`config.mk`:
```
export PLATFORM = sky130hd
export DESIGN_NAME = conv_frame_ctrl
export DESIGN_NICKNAME = d
export VERILOG_FILES = /design/src/rtl/conv_frame_ctrl.sv
export SDC_FILE = /design/constraint.sdc
export NUM_CORES = 1
export LEC_CHECK = 0
export BUFFER_PORTS_ARGS = -buffer_cell sky130_fd_sc_hd__buf_2
export CELL_PAD_IN_SITES_DETAIL_PLACEMENT = 1
export CELL_PAD_IN_SITES_GLOBAL_PLACEMENT = 2
export CORE_MARGIN = 4
export CORE_UTILIZATION = 32
export CTS_BUF_LIST = sky130_fd_sc_hd__clkbuf_4
export CTS_CLUSTER_SIZE = 10
export DETAILED_ROUTE_END_ITERATION = 12
export PLACE_DENSITY_LB_ADDON = 0.2
export SYNTH_ARGS = -nofsm -noshare
export SYNTH_HDL_FRONTEND = slang
export SYNTH_SLANG_ARGS = --single-unit
export TNS_END_PERCENT = 30
```
`constraint.sdc`:
```
create_clock -name clk -period 1.9 [get_ports clk]
set_input_delay 0.475 -clock clk [delete_from_list [all_inputs] [get_ports clk]]
set_output_delay 0.475 -clock clk [all_outputs]
set_load 0.01 [all_outputs]
```
`src/rtl/conv_frame_ctrl.sv`:
```
// Frame controller for a rate-1/2, K=3 convolutional encoder (G0=101, G1=011).
// Serializes bytes MSB first, emits one 2-bit symbol per bit, then a 2-bit zero tail.
module conv_frame_ctrl (
  input  logic       clk,
  input  logic       rst_n,
  input  logic       start,
  input  logic [7:0] frame_len,
  input  logic [7:0] in_data,
  input  logic       in_valid,
  output logic       in_ready,
  output logic [1:0] out_sym,
  output logic       out_valid,
  input  logic       out_ready,
  output logic       out_last,
  output logic       busy,
  output logic       done
);

  typedef enum logic [2:0] {StIdle, StLoad, StShift, StTail, StDone} state_e;

  state_e     r_state,     w_state;
  logic [8:0] r_cnt,       w_cnt;
  logic [2:0] r_sr,        w_sr;
  logic [7:0] r_byte,      w_byte;
  logic [2:0] r_bit_idx,   w_bit_idx;
  logic       r_tail,      w_tail;
  logic [1:0] r_out_sym,   w_out_sym;
  logic       r_out_valid, w_out_valid;
  logic       r_out_last,  w_out_last;

  logic       w_adv;
  logic       w_bit;
  logic [2:0] w_sr_shift;

  always_ff @(posedge clk or negedge rst_n) begin
    if (!rst_n) begin
      r_state     <= StIdle;
      r_cnt       <= 9'd0;
      r_sr        <= 3'd0;
      r_byte      <= 8'd0;
      r_bit_idx   <= 3'd0;
      r_tail      <= 1'b0;
      r_out_sym   <= 2'd0;
      r_out_valid <= 1'b0;
      r_out_last  <= 1'b0;
    end else begin
      r_state     <= w_state;
      r_cnt       <= w_cnt;
      r_sr        <= w_sr;
      r_byte      <= w_byte;
      r_bit_idx   <= w_bit_idx;
      r_tail      <= w_tail;
      r_out_sym   <= w_out_sym;
      r_out_valid <= w_out_valid;
      r_out_last  <= w_out_last;
    end
  end

  always_comb begin
    w_state     = r_state;
    w_cnt       = r_cnt;
    w_sr        = r_sr;
    w_byte      = r_byte;
    w_bit_idx   = r_bit_idx;
    w_tail      = r_tail;
    w_out_sym   = r_out_sym;
    w_out_valid = r_out_valid;
    w_out_last  = r_out_last;
    w_adv       = 1'b0;
    w_bit       = 1'b0;
    w_sr_shift  = 3'd0;

    unique case (r_state)
      StIdle: begin
        if (start) begin
          w_state = StLoad;
          w_cnt   = (frame_len == 8'd0) ? 9'd256 : {1'b0, frame_len};
          w_sr    = 3'd0;
        end
      end
      StLoad: begin
        if (in_valid) begin
          w_byte      = in_data;
          w_cnt       = r_cnt - 9'd1;
          w_bit_idx   = 3'd7;
          w_bit       = in_data[7];
          w_adv       = 1'b1;
          w_out_valid = 1'b1;
          w_out_last  = 1'b0;
          w_state     = StShift;
        end
      end
      StShift: begin
        if (out_ready) begin
          if (r_bit_idx != 3'd0) begin
            w_bit_idx = r_bit_idx - 3'd1;
            w_bit     = r_byte[r_bit_idx - 3'd1];
            w_adv     = 1'b1;
          end else if (r_cnt != 9'd0) begin
            w_out_valid = 1'b0;
            w_state     = StLoad;
          end else begin
            // First flush bit follows bit 0 of the last byte with no bubble.
            w_adv   = 1'b1;
            w_tail  = 1'b0;
            w_state = StTail;
          end
        end
      end
      StTail: begin
        if (out_ready) begin
          if (!r_tail) begin
            w_adv      = 1'b1;
            w_tail     = 1'b1;
            w_out_last = 1'b1;
          end else begin
            w_out_valid = 1'b0;
            w_out_last  = 1'b0;
            w_state     = StDone;
          end
        end
      end
      StDone: begin
        w_state = StIdle;
      end
      default: begin
        w_state = StIdle;
      end
    endcase

    // Symbol is encoded from the register contents after the new bit enters.
    if (w_adv) begin
      w_sr_shift = {r_sr[1:0], w_bit};
      w_sr       = w_sr_shift;
      w_out_sym  = {w_sr_shift[1] ^ w_sr_shift[2], w_sr_shift[0] ^ w_sr_shift[2]};
    end
  end

  assign in_ready  = (r_state == StLoad);
  assign busy      = (r_state == StLoad) || (r_state == StShift) || (r_state == StTail);
  assign done      = (r_state == StDone);
  assign out_sym   = r_out_sym;
  assign out_valid = r_out_valid;
  assign out_last  = r_out_last;

endmodule

```
==> impl_metrics.ini <==
[logic_synthesis]
synthXorXnorAreaFrac_pct = 1.04
ys_warn_count = 0
yosysTopAreaCell = dfrtp_1
synth-simple-area-share_pct = 20.1
synth_compound_area_share_pct = 18.2
synth_area_leaders = dfrtp_1, nor2_1, o21ai_0, mux2_2, a21oi_1
synth_mux_area_share_pct = 9.84
syn_area_per_cell_um2 = 9.34
synth_fa_ha_area_share_pct = 2.96
synth_fp_nets = 206
yosys.area.top_type_share_pct = 44.4
synthCells = 181
yosys_register_bits = 30
synth_top_family_by_area = simple AND/OR/NAND/NOR gates
netlist_area_um2 = 1690
ys_types = 41
ys_seq_area_share_pct = 44.4

[status]
outcome = finished, final reports clean

[pwr]
power.density_nw_per_um2 = 1700
power.leakage_uw = 0.000999
power_uw = 3730
vdd_drop_max_mv = 0.482

[global_route]
grt_max_degree = 31
grt_first_pass_wirelength_um = 7770
grt_usage_pct = 15.4
met3_usage_pct = 3.48
use_met1_pct = 17.2
grt-busiest-layer = met2
overflow = 0
met2_usage_pct = 28.8
grt_pass1_vias = 1677
antenna_found_initial = 0

[worst_setup_path]
cp.required_ns = 2.12
cp_top_family = flip-flops
crit_slowest_cell = dfrtp_2
endpoint_kind = flip-flop
r2r-start = r_bit_idx[0]
reg2reg_depth = 8
worstPathArrival_ns = 2.06
startpoint_type = flip-flop
criticalPathCategory = flip-flop to flip-flop
slowest_delay_ns = 0.43
crit_fanout = 4
reg2reg_slack_ns = 0.06
cp_cell_sequence = inv_1 -> ha_4 -> nor2b_2 -> a21boi_0 -> o21ai_0 -> buf_4 -> mux2i_1 -> nor2_1
cp_num_buf_inv = 2
r2r_end = r_state[0]

[drt]
wirelength_um = 4580
ant_nets = 0
drc = 0
viasPerCell = 5.21
vias = 1564
drtPass1Iterations = 4
wl_per_cell_um = 15.3
drt_iter0_markers = 66

[timing]
setup_slack_ns = 0.0604
fmax_mhz = 544
period_share_pct = 96.8
skew_ns = 0.00891
period_needed_ns = 1.84
hold_viol = 0
whs_ns = 0.170
finalSetupViolCount = 0
tightest_slew_ns = 0.681
rsz0062_at_grt = yes
max_slew_margin_pct = 54.6
finalMaxSlewViolations = 0

[floorplan]
die_area_um2 = 6510
initial_core_util_pct = 33.1
rows = 26
fp.dieH_um = 80.7
die_width_um = 80.7
core_um2 = 5110
io_pins = 28

[cts]
root_buffer = clkbuf_4
clock_sinks = 30
cts_max_path_buffers = 2
h-tree-depth = 2
ctsHoldBuffers = 0
cts_tree = built
cts_buffers = 5
cts.clk_slew.worst_paths_ns = 0.10
clk_latency_ns = 0.33

[finish]
fin_nets = 254
diodes = 0
synthToLayoutAreaGrowth_pct = 29.3
drive_above_1_share_pct = 33.5
fillCellCount = 622

[place]
place.detailed.hpwl_um = 3570
port_buffers = 27
place_ws_ns = -0.00763
routabilityCongestion = 0.790

[flow_run]
drv_cap = 0

[min_path]
hold_path_class = input port to asynchronous set/reset pin
==> kinds of logic after synthesis <==
group / Yosys count
compound gates: 49
xor+xnor: 2
fa+ha+maj: 4
buf+inv: 15
flops: 30
mux: 12
simple gates: 69
==> sequential cells by signal, summed over array words and instances (netlist names) <==
register   count
r_tail         1
out_last       1
r_state        3
out_sym        2
r_bit_idx      3
r_sr           2
r_cnt          9
r_byte         8
out_valid      1
==> area by class of cell <==
class	count	area, µm²	area share, %
Inverter	7	26.3	1.20
Multi-Input combinational cell	136	902	41.3
Clock buffer	5	37.5	1.72
Tap cell	70	87.6	4.01
Timing Repair Buffer	49	313	14.3
Sequential cell	30	756	34.6
Clock inverter	3	63.8	2.92
==> cell usage in the layout (no fill, tap or decap), types with 3 or more instances in the layout <==
master    instances
nor3_1            8
clkbuf_4          5
buf_4            21
a31oi_1           3
nand3_1           5
dfrtp_1          26
a22oi_1           4
buf_2            27
nand2_1          12
o21ai_0          16
dfrtp_2           4
ha_1              3
nor4_1            3
a21oi_1          13
mux2_2            7
inv_1             5
nor2_1           25
==> power breakdown <==
group          internal, µW  switching, µW
sequential              939            240
clock                   405            240
combinational           945            956
==> cell usage after synthesis <==
library cell / count
nand2_2: 1
o211ai_1: 1
a221oi_2: 1
dfrtp_1: 30
and2_1: 2
nor4_1: 3
a21oi_1: 13
and3_1: 2
o21bai_1: 1
a31oi_1: 3
a41oi_1: 1
mux2_4: 1
mux4_1: 2
o22ai_1: 1
nand2_1: 12
nor2b_1: 3
buf_2: 2
nor4b_1: 1
o31ai_1: 1
a211oi_1: 1
o2bb2ai_1: 1
o32ai_1: 1
ha_1: 4
mux2i_1: 2
nand3b_1: 2
xnor2_1: 2
inv_1: 7
nand3_1: 5
a21boi_0: 2
clkbuf_1: 6
o21ai_0: 16
nand2_4: 1
nand4bb_1: 1
or3_1: 2
o31ai_2: 1
mux2_2: 7
nor3b_1: 1
o22a_1: 1
nor2_1: 25
a22oi_1: 4
nor3_1: 8
==> repair_timing <==
| action | CTS | global route |
|---|---|---|
| setup buffers | 0 | 3 |
| pin swaps | 1 | 0 |
| endpoints found under the setup margin | 6 | 8 |
| gates resized for setup | 4 | 6 |
==> worst max-delay path by stage <==
stage	from	endpoint	slack [ns]	cells past startpoint
floorplan	r_bit_idx[0]	out_sym[0]	0.12	7
global placement	r_bit_idx[0]	r_state[0]	0.05	8
detailed placement	r_cnt[0]	r_sr[0]	-0.008	8
CTS	r_state[2]	in_ready	0.007	4
global route	r_bit_idx[0]	r_state[0]	-0.007	8
finish	r_bit_idx[0]	r_state[0]	0.06	8
==> per-layer routing <==
| metal | part of all wire, % | vias up | wire, µm |
|---|---|---|---|
| li1 | - | 752 | - |
| met1 | 41 | 781 | 1860 |
| met2 | 55 | 25 | 2500 |
| met3 | 3.4 | 6 | 157 |
| met4 | 1.3 | 0 | 59 |
| met5 | 0 | - | 0 |
==> metrics by stage <==
stage | cells | TNS [ns] | utilization (%) | instance area [µm²]
after global routing | 300 | -0.00742 | 42.8 | 2190
after global placement | 289 | 0 | 39.9 | 2040
after floorplan | 181 | 0 | - | 1690
after detailed placement | 289 | -0.00763 | 39.9 | 2040
after CTS | 297 | 0 | 42.3 | 2160
final | 300 | 0 | 42.8 | 2190
==> worst reg2reg max path: stages (launching register included) <==
cell and delay (ns):
dfrtp_2 0.43, inv_1 0.13, ha_4 0.15, nor2b_2 0.21, a21boi_0 0.12, o21ai_0 0.27, buf_4 0.18, mux2i_1 0.18
nor2_1 0.06
No activity file was read; power rests on OpenSTA's default activity.
